**src/rtl/pc_gen_pkg.sv**
```systemverilog
// Shared types and constants for the program-counter generator:
// FSM states, exception cause codes and redirect-select encoding.
package pc_gen_pkg;

  typedef enum logic [1:0] {
    BOOT = 2'd0,
    RUN  = 2'd1,
    HALT = 2'd2
  } pc_state_e;

  localparam logic [1:0] CAUSE_NONE = 2'd0;
  localparam logic [1:0] CAUSE_EXT  = 2'd1;
  localparam logic [1:0] CAUSE_ADDR = 2'd2;

  typedef enum logic [2:0] {
    SEL_NONE = 3'd0,
    SEL_EXC  = 3'd1,
    SEL_ERET = 3'd2,
    SEL_JMP  = 3'd3,
    SEL_BR   = 3'd4
  } redir_sel_e;

endpackage

```
**src/rtl/pc_gen_if.sv**
```systemverilog
// Control/hazard side to PC generator bundle: redirect requests, fetch
// handshake and the PC/exception status returned to the pipeline.
interface pc_gen_if #(
  parameter int unsigned ADDR_W = 32
);
  logic              stall;
  logic              fetch_ready;
  logic              br_taken;
  logic [ADDR_W-1:0] br_target;
  logic              jmp_valid;
  logic [ADDR_W-1:0] jmp_target;
  logic              exc_req;
  logic [ADDR_W-1:0] exc_pc;
  logic              eret;
  logic [ADDR_W-1:0] pc;
  logic [ADDR_W-1:0] pc_next_seq;
  logic              fetch_valid;
  logic [ADDR_W-1:0] epc;
  logic [1:0]        exc_cause;
  logic              in_exc;
  logic              halted;

  modport master (
    output stall, fetch_ready, br_taken, br_target, jmp_valid, jmp_target,
           exc_req, exc_pc, eret,
    input  pc, pc_next_seq, fetch_valid, epc, exc_cause, in_exc, halted
  );

  modport slave (
    input  stall, fetch_ready, br_taken, br_target, jmp_valid, jmp_target,
           exc_req, exc_pc, eret,
    output pc, pc_next_seq, fetch_valid, epc, exc_cause, in_exc, halted
  );
endinterface

```
**src/rtl/pc_redirect_arb.sv**
```systemverilog
// Combinational redirect arbiter: exception > eret > jump > branch,
// plus alignment check on the selected eret/jump/branch target.
module pc_redirect_arb
  import pc_gen_pkg::*;
#(
  parameter int unsigned ADDR_W     = 32,
  parameter int unsigned ALIGN_BITS = 2
) (
  input  logic              exc_req,
  input  logic              eret,
  input  logic              jmp_valid,
  input  logic [ADDR_W-1:0] jmp_target,
  input  logic              br_taken,
  input  logic [ADDR_W-1:0] br_target,
  input  logic [ADDR_W-1:0] epc,
  output redir_sel_e        sel,
  output logic [ADDR_W-1:0] target,
  output logic              addr_err
);

  // Mask form keeps ALIGN_BITS=0 legal (no alignment requirement).
  localparam logic [ADDR_W-1:0] ALIGN_MASK =
    ADDR_W'((64'd1 << ALIGN_BITS) - 64'd1);

  always_comb begin
    sel    = SEL_NONE;
    target = '0;
    if (exc_req) begin
      sel = SEL_EXC;
    end else if (eret) begin
      sel    = SEL_ERET;
      target = epc;
    end else if (jmp_valid) begin
      sel    = SEL_JMP;
      target = jmp_target;
    end else if (br_taken) begin
      sel    = SEL_BR;
      target = br_target;
    end
    addr_err = (sel != SEL_NONE) && (sel != SEL_EXC) && (|(target & ALIGN_MASK));
  end

endmodule

```
**src/rtl/pc_gen.sv**
```systemverilog
// Program-counter generator: boot delay, fetch handshake, prioritised
// redirects, EPC/cause capture and double-fault halt.
module pc_gen
  import pc_gen_pkg::*;
#(
  parameter int unsigned       ADDR_W       = 32,
  parameter logic [ADDR_W-1:0] RESET_VECTOR = 32'h0000_0000,
  parameter logic [ADDR_W-1:0] EXC_VECTOR   = 32'h0000_0080,
  parameter int unsigned       STEP         = 4,
  parameter int unsigned       ALIGN_BITS   = 2,
  parameter int unsigned       BOOT_CYCLES  = 2
) (
  input logic     clk,
  input logic     rst_n,
  pc_gen_if.slave bus
);

  localparam int unsigned CNT_W = (BOOT_CYCLES > 1) ? $clog2(BOOT_CYCLES) : 1;

  pc_state_e         state_q, state_d;
  logic [CNT_W-1:0]  boot_cnt_q, boot_cnt_d;
  logic [ADDR_W-1:0] pc_q, pc_d;
  logic [ADDR_W-1:0] epc_q, epc_d;
  logic [1:0]        cause_q, cause_d;
  logic              in_exc_q, in_exc_d;

  redir_sel_e        sel;
  logic [ADDR_W-1:0] target;
  logic              addr_err;
  logic              exc_event;
  logic              boot_done;
  logic              fetch_valid;
  logic              halted;
  logic              seq_adv;
  logic [ADDR_W-1:0] pc_next_seq;

  pc_redirect_arb #(
    .ADDR_W     (ADDR_W),
    .ALIGN_BITS (ALIGN_BITS)
  ) u_arb (
    .exc_req    (bus.exc_req),
    .eret       (bus.eret),
    .jmp_valid  (bus.jmp_valid),
    .jmp_target (bus.jmp_target),
    .br_taken   (bus.br_taken),
    .br_target  (bus.br_target),
    .epc        (epc_q),
    .sel        (sel),
    .target     (target),
    .addr_err   (addr_err)
  );

  assign exc_event   = (sel == SEL_EXC) || addr_err;
  assign boot_done   = (boot_cnt_q == CNT_W'(BOOT_CYCLES - 1));
  assign pc_next_seq = pc_q + ADDR_W'(STEP);
  assign seq_adv     = fetch_valid && bus.fetch_ready && !bus.stall;

  always_ff @(posedge clk or negedge rst_n) begin
    if (!rst_n) begin
      state_q    <= BOOT;
      boot_cnt_q <= '0;
      pc_q       <= RESET_VECTOR;
      epc_q      <= '0;
      cause_q    <= CAUSE_NONE;
      in_exc_q   <= 1'b0;
    end else begin
      state_q    <= state_d;
      boot_cnt_q <= boot_cnt_d;
      pc_q       <= pc_d;
      epc_q      <= epc_d;
      cause_q    <= cause_d;
      in_exc_q   <= in_exc_d;
    end
  end

  always_comb begin
    state_d = state_q;
    case (state_q)
      BOOT:    if (boot_done) state_d = RUN;
      RUN:     if (exc_event && in_exc_q) state_d = HALT;
      HALT:    state_d = HALT;
      default: state_d = BOOT;
    endcase
  end

  always_comb begin
    fetch_valid = (state_q == RUN);
    halted      = (state_q == HALT);
  end

  // Datapath registers; a fault while in_exc is set only moves the FSM to HALT.
  always_comb begin
    boot_cnt_d = boot_cnt_q;
    pc_d       = pc_q;
    epc_d      = epc_q;
    cause_d    = cause_q;
    in_exc_d   = in_exc_q;
    case (state_q)
      BOOT: begin
        if (!boot_done) boot_cnt_d = boot_cnt_q + CNT_W'(1);
      end
      RUN: begin
        if (exc_event) begin
          if (!in_exc_q) begin
            pc_d     = EXC_VECTOR;
            in_exc_d = 1'b1;
            epc_d    = addr_err ? target : bus.exc_pc;
            cause_d  = addr_err ? CAUSE_ADDR : CAUSE_EXT;
          end
        end else begin
          case (sel)
            SEL_ERET: begin
              pc_d     = target;
              in_exc_d = 1'b0;
            end
            SEL_JMP, SEL_BR: pc_d = target;
            default: if (seq_adv) pc_d = pc_next_seq;
          endcase
        end
      end
      default: ;
    endcase
  end

  assign bus.pc          = pc_q;
  assign bus.pc_next_seq = pc_next_seq;
  assign bus.fetch_valid = fetch_valid;
  assign bus.epc         = epc_q;
  assign bus.exc_cause   = cause_q;
  assign bus.in_exc      = in_exc_q;
  assign bus.halted      = halted;

endmodule

```
**src/flat_wrapper.sv**
```systemverilog
// flat-port wrapper written by rule: the top's interface ports become plain ports
module pc_gen_flat import pc_gen_pkg::*;
#(
  parameter int unsigned       ADDR_W       = 32,
  parameter logic [ADDR_W-1:0] RESET_VECTOR = 32'h0000_0000,
  parameter logic [ADDR_W-1:0] EXC_VECTOR   = 32'h0000_0080,
  parameter int unsigned       STEP         = 4,
  parameter int unsigned       ALIGN_BITS   = 2,
  parameter int unsigned       BOOT_CYCLES  = 2
)
  (clk, rst_n, bus_stall, bus_fetch_ready, bus_br_taken, bus_br_target, bus_jmp_valid, bus_jmp_target, bus_exc_req, bus_exc_pc, bus_eret, bus_pc, bus_pc_next_seq, bus_fetch_valid, bus_epc, bus_exc_cause, bus_in_exc, bus_halted);
  pc_gen_if #(.ADDR_W(ADDR_W)) bus_i ();
  input logic clk;
  input logic rst_n;
  input wire logic [$bits(bus_i.stall)-1:0] bus_stall;
  input wire logic [$bits(bus_i.fetch_ready)-1:0] bus_fetch_ready;
  input wire logic [$bits(bus_i.br_taken)-1:0] bus_br_taken;
  input wire logic [$bits(bus_i.br_target)-1:0] bus_br_target;
  input wire logic [$bits(bus_i.jmp_valid)-1:0] bus_jmp_valid;
  input wire logic [$bits(bus_i.jmp_target)-1:0] bus_jmp_target;
  input wire logic [$bits(bus_i.exc_req)-1:0] bus_exc_req;
  input wire logic [$bits(bus_i.exc_pc)-1:0] bus_exc_pc;
  input wire logic [$bits(bus_i.eret)-1:0] bus_eret;
  output wire logic [$bits(bus_i.pc)-1:0] bus_pc;
  output wire logic [$bits(bus_i.pc_next_seq)-1:0] bus_pc_next_seq;
  output wire logic [$bits(bus_i.fetch_valid)-1:0] bus_fetch_valid;
  output wire logic [$bits(bus_i.epc)-1:0] bus_epc;
  output wire logic [$bits(bus_i.exc_cause)-1:0] bus_exc_cause;
  output wire logic [$bits(bus_i.in_exc)-1:0] bus_in_exc;
  output wire logic [$bits(bus_i.halted)-1:0] bus_halted;
  assign bus_i.stall = bus_stall;
  assign bus_i.fetch_ready = bus_fetch_ready;
  assign bus_i.br_taken = bus_br_taken;
  assign bus_i.br_target = bus_br_target;
  assign bus_i.jmp_valid = bus_jmp_valid;
  assign bus_i.jmp_target = bus_jmp_target;
  assign bus_i.exc_req = bus_exc_req;
  assign bus_i.exc_pc = bus_exc_pc;
  assign bus_i.eret = bus_eret;
  assign bus_pc = bus_i.pc;
  assign bus_pc_next_seq = bus_i.pc_next_seq;
  assign bus_fetch_valid = bus_i.fetch_valid;
  assign bus_epc = bus_i.epc;
  assign bus_exc_cause = bus_i.exc_cause;
  assign bus_in_exc = bus_i.in_exc;
  assign bus_halted = bus_i.halted;
  pc_gen #(.ADDR_W(ADDR_W), .RESET_VECTOR(RESET_VECTOR), .EXC_VECTOR(EXC_VECTOR), .STEP(STEP), .ALIGN_BITS(ALIGN_BITS), .BOOT_CYCLES(BOOT_CYCLES)) u_core (.clk(clk), .rst_n(rst_n), .bus(bus_i));
endmodule
```
**config.mk**
```make
export PLATFORM = sky130hd
export DESIGN_NAME = pc_gen_flat
export DESIGN_NICKNAME = d
export VERILOG_FILES = /design/src/rtl/pc_gen_pkg.sv /design/src/rtl/pc_gen_if.sv /design/src/rtl/pc_redirect_arb.sv /design/src/rtl/pc_gen.sv /design/src/flat_wrapper.sv
export SDC_FILE = /design/constraint.sdc
export NUM_CORES = 1
export LEC_CHECK = 0
export CAP_MARGIN = 20
export CORE_MARGIN = 10
export CORE_UTILIZATION = 40
export CTS_CLUSTER_DIAMETER = 30
export DETAILED_ROUTE_END_ITERATION = 12
export PLACE_DENSITY = 0.76
export SYNTH_ARGS = -nofsm -noshare
export SYNTH_HDL_FRONTEND = slang
export SYNTH_SLANG_ARGS = --single-unit
```
**constraint.sdc**
```tcl
create_clock -name clk -period 2.2 [get_ports clk]
set_input_delay 0.22 -clock clk [delete_from_list [all_inputs] [get_ports clk]]
set_output_delay 0.22 -clock clk [all_outputs]
set_load 0.01 [all_outputs]
```
# After elaboration in Yosys (flattened, before gate mapping)

Index checks and enable logic that the tools add are counted.
W data, S select, Z words.

Multiplexer cells: 20
$add $sub $neg: 2
Bitwise gates (word level): 1
Reduce and logical (&&, ||, !) cells: 17
Equality and inequality tests: 10

Operator list:

| kind                    | number |
|---|---|
| $mux W32                | 9 |
| $add A32 B3 Y32 const B | 1 |
| $mux W3                 | 4 |
| $eq A3 B2 Y1 const B    | 2 |
| $mux W2                 | 3 |
| $pmux W2 S3             | 1 |
| $reduce_and A3 Y1       | 2 |
| $reduce_bool A3 Y1      | 2 |
| $logic_and A1 B1 Y1     | 5 |
| $ne A2 B2 Y1 const B    | 2 |
| $reduce_and A2 Y1       | 2 |
| $eq A3 B1 Y1 const B    | 1 |
| $eq A3 B3 Y1 const B    | 1 |
| $mux W1                 | 3 |
| $ne A3 B1 Y1 const B    | 1 |
| $reduce_or A3 Y1        | 1 |
| $eq A2 B1 Y1 const B    | 1 |
| $eq A2 B2 Y1 const B    | 1 |
| $logic_not A2 Y1        | 1 |
| $ne A2 B1 Y1 const B    | 1 |
| $reduce_bool A2 Y1      | 1 |
| $reduce_or A2 Y1        | 1 |
| $add A1 B1 Y1 const B   | 1 |
| $logic_not A1 Y1        | 1 |
| 2 further kinds         | 2 |

Word-level logic and storage cells: 56
Bits in registers: 70
Output and inout bits: 101

# Logic depth before layout (Yosys ltp)

Depth after elaboration: 11
Depth in mapped cells: 9

# Hierarchy

A second synthesis with hierarchy kept.

Cell total of the unflattened synthesis: 543
Area total of the unflattened synthesis: 4934.7 µm²

By module, submodules not included:

| module          | sequential area each (µm²) | cells an instance | area each (µm²) | times used |
|---|---|---|---|---|
| pc_gen          | 1751.7                     | 418               | 4126.5          | 1 |
| pc_redirect_arb | 0.0                        | 125               | 808.3           | 1 |

# Least setup slack after synthesis

Ideal clock, no wire load.

Path kind: flip-flop to flip-flop
Start: register u_core.pc_q[2] (netlist: u_core.bus.pc[2])
End: register u_core.pc_q[26] (netlist: u_core.bus.pc[26])
Data arrival time: 2.259 ns
Path buffers: 1
Stages on the path, launching flop included: 8
Period minus slack after synthesis: 2.380 ns
Slack: -0.180 ns
Library setup time: 0.122 ns
Path through: dfrtp_1 ha_1 buf_2 inv_1 or4_4 or4_4 a31o_1 a32o_1

Longest elaborated chain between the ends: 4

RTL lines:

| item                   | RTL line      | text |
|---|---|---|
| from (decl)            | pc_gen.sv:22  | `logic [ADDR_W-1:0] pc_q, pc_d;` |
| from (signal assigned) | pc_gen.sv:69  | `pc_q <= pc_d;` |
| $add A32 B3 Y32        | pc_gen.sv:55  | `assign pc_next_seq = pc_q + ADDR_W'(STEP);` |
| $mux W32               | pc_gen.sv:117 | `default: if (seq_adv) pc_d = pc_next_seq;` |
| $mux W32               | pc_gen.sv:111 | `case (sel)` |
| $mux W32               | pc_gen.sv:103 | `if (exc_event) begin` |

Every way passes these cells. The select of a mux whose other input is x is not followed.
A chain may end at the register's enable or synchronous reset.

# Worst setup path after layout

Start: register u_core.pc_q[2] (netlist: u_core.bus.pc[2])
End: output bus_pc_next_seq[26]

Longest elaborated chain between the ends: 1

RTL lines:

| item            | RTL line           | text |
|---|---|---|
| $add A32 B3 Y32 | pc_gen.sv:55       |  |
| to (decl)       | flat_wrapper.sv:25 | `output wire logic [$bits(bus_i.pc_next_seq)-1:0] bus_pc_next_seq;` |

Every way passes these cells.

==> impl_metrics.py <==
metrics = {
    "logic_synthesis": {
        "synth_cells": 568,
        "synth-compound-area-share_pct": 27.3,
        "yosys-top-cells-area": "dfrtp_1 36%, o21ai_0 6.5%, mux2_2 4.6%",
        "synth_top_family_by_area": "compound AO/OA/AOI/OAI gates",
        "syn-cell-area_mm2": 0.00493,
        "synth_edf_count": 0,
        "ys_ff_latch": 70,
        "postSynthAreaPerCell_um2": 8.69,
        "yosys.area_share.adder_pct": 1.27,
        "async_flop_share_pct": 100,
        "synth_xor_area_share_pct": 4.97,
        "ys.flop_type": "dfrtp_1",
        "synthMuxAreaShare_pct": 8.62,
        "yosysMostFrequentCell": "dfrtp_1",
        "yosys.area.top_type_share_pct": 35.5,
        "ys_types": 61,
        "yosys.area.top_type": "dfrtp_1",
        "synthTopCellsByCount": "70 x dfrtp_1, 64 x o21ai_0, 54 x nand2_1",
        "synth_nets": 677,
        "ys_seq_area_share_pct": 35.5,
        "synth_warnings": 0,
        "yosys.area_share.simple_pct": 17.3,
    },
    "clock_tree": {
        "path_clk_slew_ns": 0.06,
        "htree_levels": 3,
        "cts_tree": "built",
        "root_buffer": "clkbuf_16",
        "clockBufferDepth": 2,
        "clock-sinks": 70,
        "insertion_delay_ns": 0.34,
        "cts-buffers-inserted": 9,
    },
    "cells_and_area": {
        "fillers": 910,
        "drive_gt1_share_pct": 28.5,
        "finalNetCount": 988,
        "area_growth_pct": 75.6,
        "antenna_cells": 0,
        "final_cell_area_mm2": 0.00866,
        "stdcell_count": 1052,
    },
    "worst_setup_path": {
        "reg2reg_to": "u_core.bus.pc[26]",
        "critPathKind": "flip-flop to output pin",
        "arrival_ns": 2.19,
        "slowest_stage": "or4_4",
        "ff2ff_path_depth": 8,
        "timing.critical_path.to": "bus_pc_next_seq[26]",
        "critPathMaxFanout": 2,
        "worstPathRequired_ns": 1.98,
        "setup.worst_path.start": "u_core.bus.pc[2]",
        "r2r_setup_slack_ns": -0.12,
        "cp-end-kind": "output pin",
        "cp_common_cell": "or4_4",
        "cpPeakStageDelay_ns": 0.54,
        "worstSetupStartpointType": "flip-flop",
        "path_cells": "ha_4 -> inv_2 -> or4_4 -> or4_4 -> xnor2_2 -> buf_2",
        "rr_startpoint": "u_core.bus.pc[2]",
    },
    "place": {
        "placed_area_mm2": 0.00797,
        "gp_routability_congestion": 0.973,
        "dp.cells": 1012,
        "hpwl_mm": 17.5,
        "port_buffers": 204,
        "pre_cts_slack_ns": -0.340,
    },
    "floorplanning": {
        "die_area_mm2": 0.0172,
        "start_util_pct": 40.9,
        "pin_count": 205,
        "die_x_um": 131,
        "rows": 40,
        "core_area_mm2": 0.0121,
        "die_y_um": 131,
    },
    "timing": {
        "whs_ns": 0.365,
        "layout_min_cycle_time_ns": 2.41,
        "max_slew.worst_pin.slew_ns": 0.603,
        "fin_ws_ns": -0.209,
        "finalCritPeriodShare_pct": 109,
        "rsz0062_at_grt": "yes",
        "setup_viol": 16,
        "fmax_mhz": 415,
        "finClkSkew_ns": 0.00792,
        "finalHoldViolCount": 0,
        "slew_headroom_pct": 59.4,
        "drv_slew": 0,
    },
    "detailed_routing": {
        "wl_per_cell_um": 21.5,
        "finalWirelength_mm": 22.6,
        "via_per_inst": 5.63,
        "ant_nets": 0,
        "firstDrtPassIters": 5,
        "vias": 5926,
        "drc": 0,
        "drtIter0Drc": 529,
    },
    "grt": {
        "grt_overflow": 0,
        "track_usage_pct": 25.3,
        "antenna_found_initial": 0,
        "grt_first_pass_wirelength_mm": 33.9,
        "first_global_vias": 5989,
        "grt_max_degree": 48,
    },
    "power": {
        "max-vdd-ir-drop_mv": 0.548,
        "power.density_mw_per_mm2": 983,
        "p_leak_nw": 3.87,
    },
    "hold_path": {
        "hold_class": "input port to flip-flop",
    },
    "run_status": {
        "violations": "negative setup slack",
        "status": "finished, violations left",
    },
    "job": {
        "drv_cap": 0,
    },
}
-- logic make-up (layout without fill, tap and decap cells) --
family,count (synthesis),count (layout)
buf+inv,59,375
xor+xnor,28,28
flops,70,70
compound gates,201,201
mux,40,40
fa+ha+maj,5,5
simple gates,165,165
-- per-stage QoR --
step                TNS (ns)  power [mW]  utilization, %
finish                 -1.36        8.52            71.8
global route           -2.65        8.99            71.8
CTS                   -0.497        8.40            69.8
detailed placement     -4.94        6.99            66.0
global placement       -4.49        6.87            66.0
floorplan            -0.0685        4.14               -
-- how the worst min path moves through the flow --
| stage | cells past startpoint | slack [ns] | to | from |
|---|---|---|---|---|
| 3_5_place_dp | 1 | 0.23 | u_core.bus.pc[8] | rst_n |
| 2_1_floorplan | 0 | -0.08 | u_core.boot_cnt_q | rst_n |
| 5_1_grt | 4 | 0.42 | u_core.bus.epc[0] | bus_eret |
| 6_report | 4 | 0.37 | u_core.bus.epc[0] | bus_eret |
| 3_3_place_gp | 1 | 0.23 | u_core.bus.pc[9] | rst_n |
| 4_1_cts | 4 | 0.36 | u_core.bus.epc[0] | bus_eret |
-- cells in the final DEF (no fill, tap or decap), types with 7 or more instances in the layout --
cell type        count
inv_1               15
nor2_1              28
nor2b_1             10
and2_1               8
o22a_1              10
clkbuf_16            9
buf_2               20
nor4_4               7
buf_6               11
buf_12               8
o2bb2ai_1            7
mux2_2              20
mux2i_1             20
a21oi_1             22
xor2_1              10
nand3_1              9
buf_4              119
a22o_1              12
o21ai_0             64
dfrtp_1             68
nand2_1             50
clkdlybuf4s50_1    175
o22ai_1             15
a2bb2oi_1           12
xnor2_1             10
a31oi_1              9
a22oi_1              9
-- power breakdown --
part	total, mW	switching, mW	internal [mW]
logic	4.77	2.23	2.55
clock network	1.49	0.581	0.909
registers	2.26	0.440	1.82
-- critical path, delay by kind of cell (launching register included) --
family	cells	cell delay, ns
xor gates and xnor gates	1	0.14
adders and majority gates	1	0.14
buffers and inverters	2	0.17
DFF	1	0.38
and+or+nand+nor	2	1.01
-- flip-flops by register name, indices dropped and copies added, names as in the netlist --
signal and count:
u_core.bus.exc_cause 2, u_core.bus.in_exc 1, u_core.state_q 2, u_core.bus.epc 32, u_core.boot_cnt_q 1, u_core.bus.pc 32
-- what timing repair did --
action                     in CTS  in global routing
pin swaps                      12                 17
buffers inserted               12                 12
hold endpoints to repair       35                  0
gates cloned                    0                  0
hold buffers                    1                  0
setup endpoints to repair      25                 33
resized for setup             109                 42
-- routing by layer --
layer  GRT usage, %  vias to the layer above  share of wire [%]  wire length, um
met3           6.32                       29                8.1             1820
met5              0                        -                  0                0
met2           41.2                      264                 48            10900
met4           6.15                        0                1.6              372
met1           32.9                     2907                 42             9580
li1               -                     2726                  -                -
-- cell type report --
| class | count | area (um^2) | area share, % |
|---|---|---|---|
| multi-input cells | 439 | 3230 | 37.3 |
| repair buffers | 342 | 3100 | 35.8 |
| flip-flops and latches | 70 | 1750 | 20.2 |
| clock buffers | 11 | 243 | 2.80 |
| well taps | 168 | 210 | 2.43 |
| inverters | 17 | 63.8 | 0.737 |
| clock inverters | 5 | 58.8 | 0.679 |
Power figures use the tool's default switching activity.
==> patch 1, RTL diff (same flow settings) <==
`ADDR_W` is set to 32 in 4 places; all go to 24.
--- a/src/rtl/pc_gen_if.sv
+++ b/src/rtl/pc_gen_if.sv
@@ -3,3 +3,3 @@
 interface pc_gen_if #(
-  parameter int unsigned ADDR_W = 32
+  parameter int unsigned ADDR_W = 24
 );
--- a/src/rtl/pc_redirect_arb.sv
+++ b/src/rtl/pc_redirect_arb.sv
@@ -5,3 +5,3 @@
 #(
-  parameter int unsigned ADDR_W     = 32,
+  parameter int unsigned ADDR_W     = 24,
   parameter int unsigned ALIGN_BITS = 2
--- a/src/rtl/pc_gen.sv
+++ b/src/rtl/pc_gen.sv
@@ -5,3 +5,3 @@
 #(
-  parameter int unsigned       ADDR_W       = 32,
+  parameter int unsigned       ADDR_W       = 24,
   parameter logic [ADDR_W-1:0] RESET_VECTOR = 32'h0000_0000,
--- a/src/flat_wrapper.sv
+++ b/src/flat_wrapper.sv
@@ -3,3 +3,3 @@
 #(
-  parameter int unsigned       ADDR_W       = 32,
+  parameter int unsigned       ADDR_W       = 24,
   parameter logic [ADDR_W-1:0] RESET_VECTOR = 32'h0000_0000,
Interface: changed (6 resized); port bits go from 205 to 157. The function was not compared with the original's and may differ.
==> patch 1 against the original RTL <==
- final area is 24% lower
- critical endpoint is now bus_pc_next_seq[23]
- critical path type unchanged
- wire length is 28% lower
- sequential cell count is 16 lower
- count of clock-buffer cells in the layout is 5 lower
- clock skew is 4.5 ps higher
- register-to-register slack better by 100 ps
- die area is 19% lower
- the run still ends with setup timing left
- synthesized area is 22% lower
- setup slack better by 100 ps
- highest routed layer unchanged
- total power is 28% lower
- largest power group unchanged
==> patch 1: results (changes against the original RTL) <==
ys_top_cells_by_count: "54 x dfrtp_1, 54 x nand2_1, 48 x mux2_2"  # was 70 x dfrtp_1, 64 x o21ai_0, 54 x nand2_1
wl_per_cell_um: 19.9  # was 21.5 um
fin_setup_tns_ps: -222  # was -1360 ps
cts_resized: 60  # was 109
r2r_start: "u_core.bus.pc[5]$_DFFE_PN0P_"  # was u_core.bus.pc[2]$_DFFE_PN0P_
grt_pass1_vias: 4812  # was 5,989
clockBufferDepth: 2  # unchanged
nets: 778  # was 988
dp.cells: 799  # was 1,012
postCtsHoldBufs: 1  # unchanged
netlist_top_cells_area: "dfrtp_1 35%, mux2_2 14%, nand2_1 5.3%"  # was dfrtp_1 36%, o21ai_0 6.5%, mux2_2 4.6%
synth.distinct_cells: 55  # was 61
critPathSlowestCell: "or3_4"  # was or4_4
finalSetupViolCount: 4  # was 16
routabilityCongestion: 1.00  # was 0.973
crit_end: "bus_pc_next_seq[23]"  # was bus_pc_next_seq[26]
ys_seq_area_frac: 0.353  # was 0.355
wirelength_um: 16400  # was 22,600 um
cp_top_family: "simple AND/OR/NAND/NOR gates"  # unchanged
peakVddDrop_v: 0.000490  # was 0.000548 V
ys.flop_type: "dfrtp_1"  # unchanged
setup.worst_path.start: "u_core.bus.pc[14]$_DFFE_PN0P_"  # was u_core.bus.pc[2]$_DFFE_PN0P_
async_flop_share: 1.00  # unchanged
crit_type: "register to output pin"  # unchanged
fin_skew_ps: 12.4  # was 7.92 ps
synth_compound_area_frac: 0.204  # was 0.273
grt_use_total: 0.221  # was 0.253
status: "finished with violations"  # unchanged
critical_path.max_stage_delay_ps: 420  # was 540 ps
ff2ff_setup_slack_ps: -20  # was -120 ps
post_cts_buffers: 12  # unchanged
reg2reg_depth: 7  # was 8
max-slew-margin-rel: 0.623  # was 0.594
final.fill_count: 726  # was 910
grt_pass1_wl_um: 25800  # was 33,900 um
synth.area.mux_share: 0.157  # was 0.0862
violations: "setup timing"  # unchanged
synth_adder_area_share: 0.0163  # was 0.0127
finalWorstSetupSlack_ps: -105  # was -209 ps
grt_max_degree: 55  # was 48
power_leakage_nw: 2.90  # was 3.87 nW
dp_hpwl_um: 12700  # was 17,500 um
hold_class: "input port to async pin"  # was input port to register
path_clk_slew_ps: 110  # was 60 ps
clkLatencyLatePin_ps: 310  # was 340 ps
arrival_ps: 2090  # was 2190 ps
worstPathMaxFanout: 4  # was 2
r2r_end: "u_core.bus.pc[22]$_DFFE_PN0P_"  # was u_core.bus.pc[26]$_DFFE_PN0P_
syn_avg_cell_area_sq_um: 8.79  # was 8.69 sq um
port_buffers: 156  # was 204
first_iter_violations: 317  # was 529
drive_gt1_frac: 0.320  # was 0.285
numCtsBuffers: 5  # was 9
viasPerCell: 5.55  # was 5.63
synth-warning-count: 0  # unchanged
h-tree-depth: 2  # was 3
synthesis.nets: 521  # was 677
cts-root-buf: "clkbuf_8"  # was clkbuf_16
synth_xor_area_frac: 0.0411  # was 0.0497
==> patch 1: changes by cell type after synthesis, sizes merged, moves of 8 or more <==
| cell | before | now |
|---|---|---|
| nor2 | 29 | 14 |
| mux2 | 20 | 49 |
| o21ai | 66 | 33 |
| dfrtp | 70 | 54 |
| a22o | 12 | 2 |
| o22a | 10 | 0 |
| o22ai | 15 | 7 |
| mux2i | 20 | 5 |
| and2 | 9 | 1 |
| clkbuf | 26 | 16 |
==> patch 1: through the flow <==
step	hold slack (ps)	worst slack, ps	instance area [sq um]
floorplan	-75.6	11.7	3830
global placement	236	-321	6280
detailed placement	246	-372	6280
CTS	450	-117	6510
global route	448	-205	6620
finish	431	-105	6620
==> patch 1: worst register-to-register path, stage by stage, from the launching register on <==
cell	delay, ps
dfrtp_1	400
buf_6	120
nand3_2	120
or4_4	640
buf_6	150
or4_4	460
and3_4	160
o22ai_2	90
==> patch 1: metal layers <==
layer / wire [um] / vias up / part of all wire / track usage
li1: - / 2118 / - / -
met1: 6900 / 2222 / 0.42 / 0.277
met2: 7970 / 209 / 0.49 / 0.372
met3: 1230 / 21 / 0.075 / 0.0542
met4: 250 / 0 / 0.015 / 0.0518
met5: 0 / - / 0 / 0
==> patch 1: where the power goes <==
part	switching [W]	internal (W)
registers	0.000336	0.00140
clock network	0.000356	0.000226
logic	0.00170	0.00214
total	0.00239	0.00376
==> patch 1: final cells by class <==
type / count / area [sq um] / area share
multi-input cells: 334 / 2430 / 0.368
well taps: 129 / 161 / 0.0244
repair buffers: 280 / 2520 / 0.381
flip-flops and latches: 54 / 1350 / 0.204
clock buffers: 6 / 72.6 / 0.0110
inverters: 18 / 67.6 / 0.0102
clock inverters: 2 / 13.8 / 0.00208
==> patch 2, RTL diff (same flow settings) <==
Without the edit above. Reset style: synchronous (`rst_n`), changed in one clocked block.
--- a/src/rtl/pc_gen.sv
+++ b/src/rtl/pc_gen.sv
@@ -57,3 +57,3 @@
 
-  always_ff @(posedge clk or negedge rst_n) begin
+  always_ff @(posedge clk) begin
     if (!rst_n) begin
Function: differs if rst_n is asserted again (counterexample within 4 cycles, from zero or initial values and one cycle with rst_n low); with rst_n held inactive, the same outputs for 10 cycles.
==> patch 2 against the original RTL <==
- the flow still finishes with violations (setup timing)
- sequential cell count unchanged
- final area is 7.5% lower
- wire length is 4.6% lower
- total power decreased by 35%
- clock power fell by 9%
- setup slack better by 110 ps
- non-clock buffer count fell by 13
- worst hold slack got worse by 37 ps
- synthesized area down 8.0%
==> patch 2: results (changes against the original RTL) <==
ys_seq_area_frac: 0.309  # was 0.355
wl_met1_um: 8540  # was 9580 um
finalSetupViolCount: 7  # was 16
dp.cells: 977  # was 1,012
wirelength_um: 21600  # was 22,600 um
powerComb_w: 0.00250  # was 0.00477 W
ys.flop_type: "dfxtp_1"  # was dfrtp_1
place_area_sq_um: 7400  # was 7970 sq um
async_flop_share: 0  # was 1.00
clkLatencyLatePin_ps: 340  # about the same
powerSeq_w: 0.00167  # was 0.00226 W
use_met3: 0.0833  # was 0.0632
synth.distinct_cells: 71  # was 61
max-slew-margin-rel: 0.625  # was 0.594
drive_gt1_frac: 0.268  # was 0.285
peakVddDrop_v: 0.000387  # was 0.000548 V
grt_max_degree: 44  # was 48
grt_use_total: 0.249  # was 0.253
status: "finished with violations"  # unchanged
firstDrtPassIters: 6  # was 5
use_met2: 0.413  # was 0.412
finalWorstSetupSlack_ps: -102  # was -209 ps
dr_wl_met2_um: 10300  # was 10,900 um
first_iter_violations: 762  # was 529
netlist_top_cells_area: "dfxtp_1 31%, nor2_1 6.4%, a21oi_1 5.8%"  # was dfrtp_1 36%, o21ai_0 6.5%, mux2_2 4.6%
route.met3.wl_um: 2310  # was 1820 um
synthesis.nets: 682  # was 677
p_clk_w: 0.00136  # was 0.00149 W
critPathSlowestCell: "dfxtp_2"  # was or4_4
dpl_worst_slack_ps: -156  # was -340 ps
worstPathMaxFanout: 6  # was 2
grt_pass1_vias: 6070  # was 5,989
cts-root-buf: "clkbuf_16"  # unchanged
power_leakage_nw: 3.41  # was 3.87 nW
dp_hpwl_um: 16200  # was 17,500 um
viasPerCell: 5.89  # was 5.63
violations: "setup timing"  # unchanged
swShare: 0.366  # was 0.381
wl_per_cell_um: 21.3  # was 21.5 um
grt_pass1_wl_um: 32800  # was 33,900 um
ys_top_cells_by_count: "77 x nor2_1, 70 x dfxtp_1, 53 x a21oi_1"  # was 70 x dfrtp_1, 64 x o21ai_0, 54 x nand2_1
patch 2: changes by cell type in the layout (fill, tap and decap cells not counted), sizes merged, moves of 12 or more:
cell,change
a21oi,+33
a222oi,+20
buf,-16
dfrtp,-70
dfxtp,+70
mux2,-18
nor2,+49
o21ai,-34
o22ai,-12
patch 2: cell families (layout without fill, tap and decap cells):
kind of cell	after synthesis	in the layout	share of synthesized area
adders and majority gates	5	5	0.0138
muxes	24	24	0.0535
and+or+nand+nor	214	214	0.244
buffers and inverters	59	359	0.0629
xor gates and xnor gates	24	24	0.0463
DFF	70	70	0.309
AOI/OAI and AO/OA	177	177	0.271
patch 2: cell type report:
| type | count | area (sq um) |
|---|---|---|
| Clock buffer | 12 | 246 |
| Clock inverter | 4 | 22.5 |
| Fill cell | 828 | 2970 |
| Inverter | 14 | 52.6 |
| Multi-Input combinational cell | 444 | 3080 |
| Sequential cell | 70 | 1420 |
| Tap cell | 140 | 175 |
| Timing Repair Buffer | 329 | 3010 |
patch 2: final timing paths:
kind / from / endpoint / slack [ps] / depth (start not counted)
worst max-delay path: u_core.bus.pc[16]$_SDFFE_PN0P_ / bus_pc_next_seq[20] / -100 / 9
worst min-delay path: bus_eret / u_core.bus.in_exc$_SDFFE_PN0P_ / 330 / 4
worst max register to register: u_core.bus.pc[2]$_SDFFE_PN0P_ / u_core.bus.pc[19]$_SDFFE_PN0P_ / 90 / 10
worst min register to register: u_core.bus.pc[0]$_SDFFE_PN0P_ / u_core.bus.pc[0]$_SDFFE_PN0P_ / 450 / 2
patch 2: timing repair:
action                     CTS  global route
setup buffers               16             5
setup endpoints to repair   26            24
pin swaps                   19            19
gates resized for setup    105            46
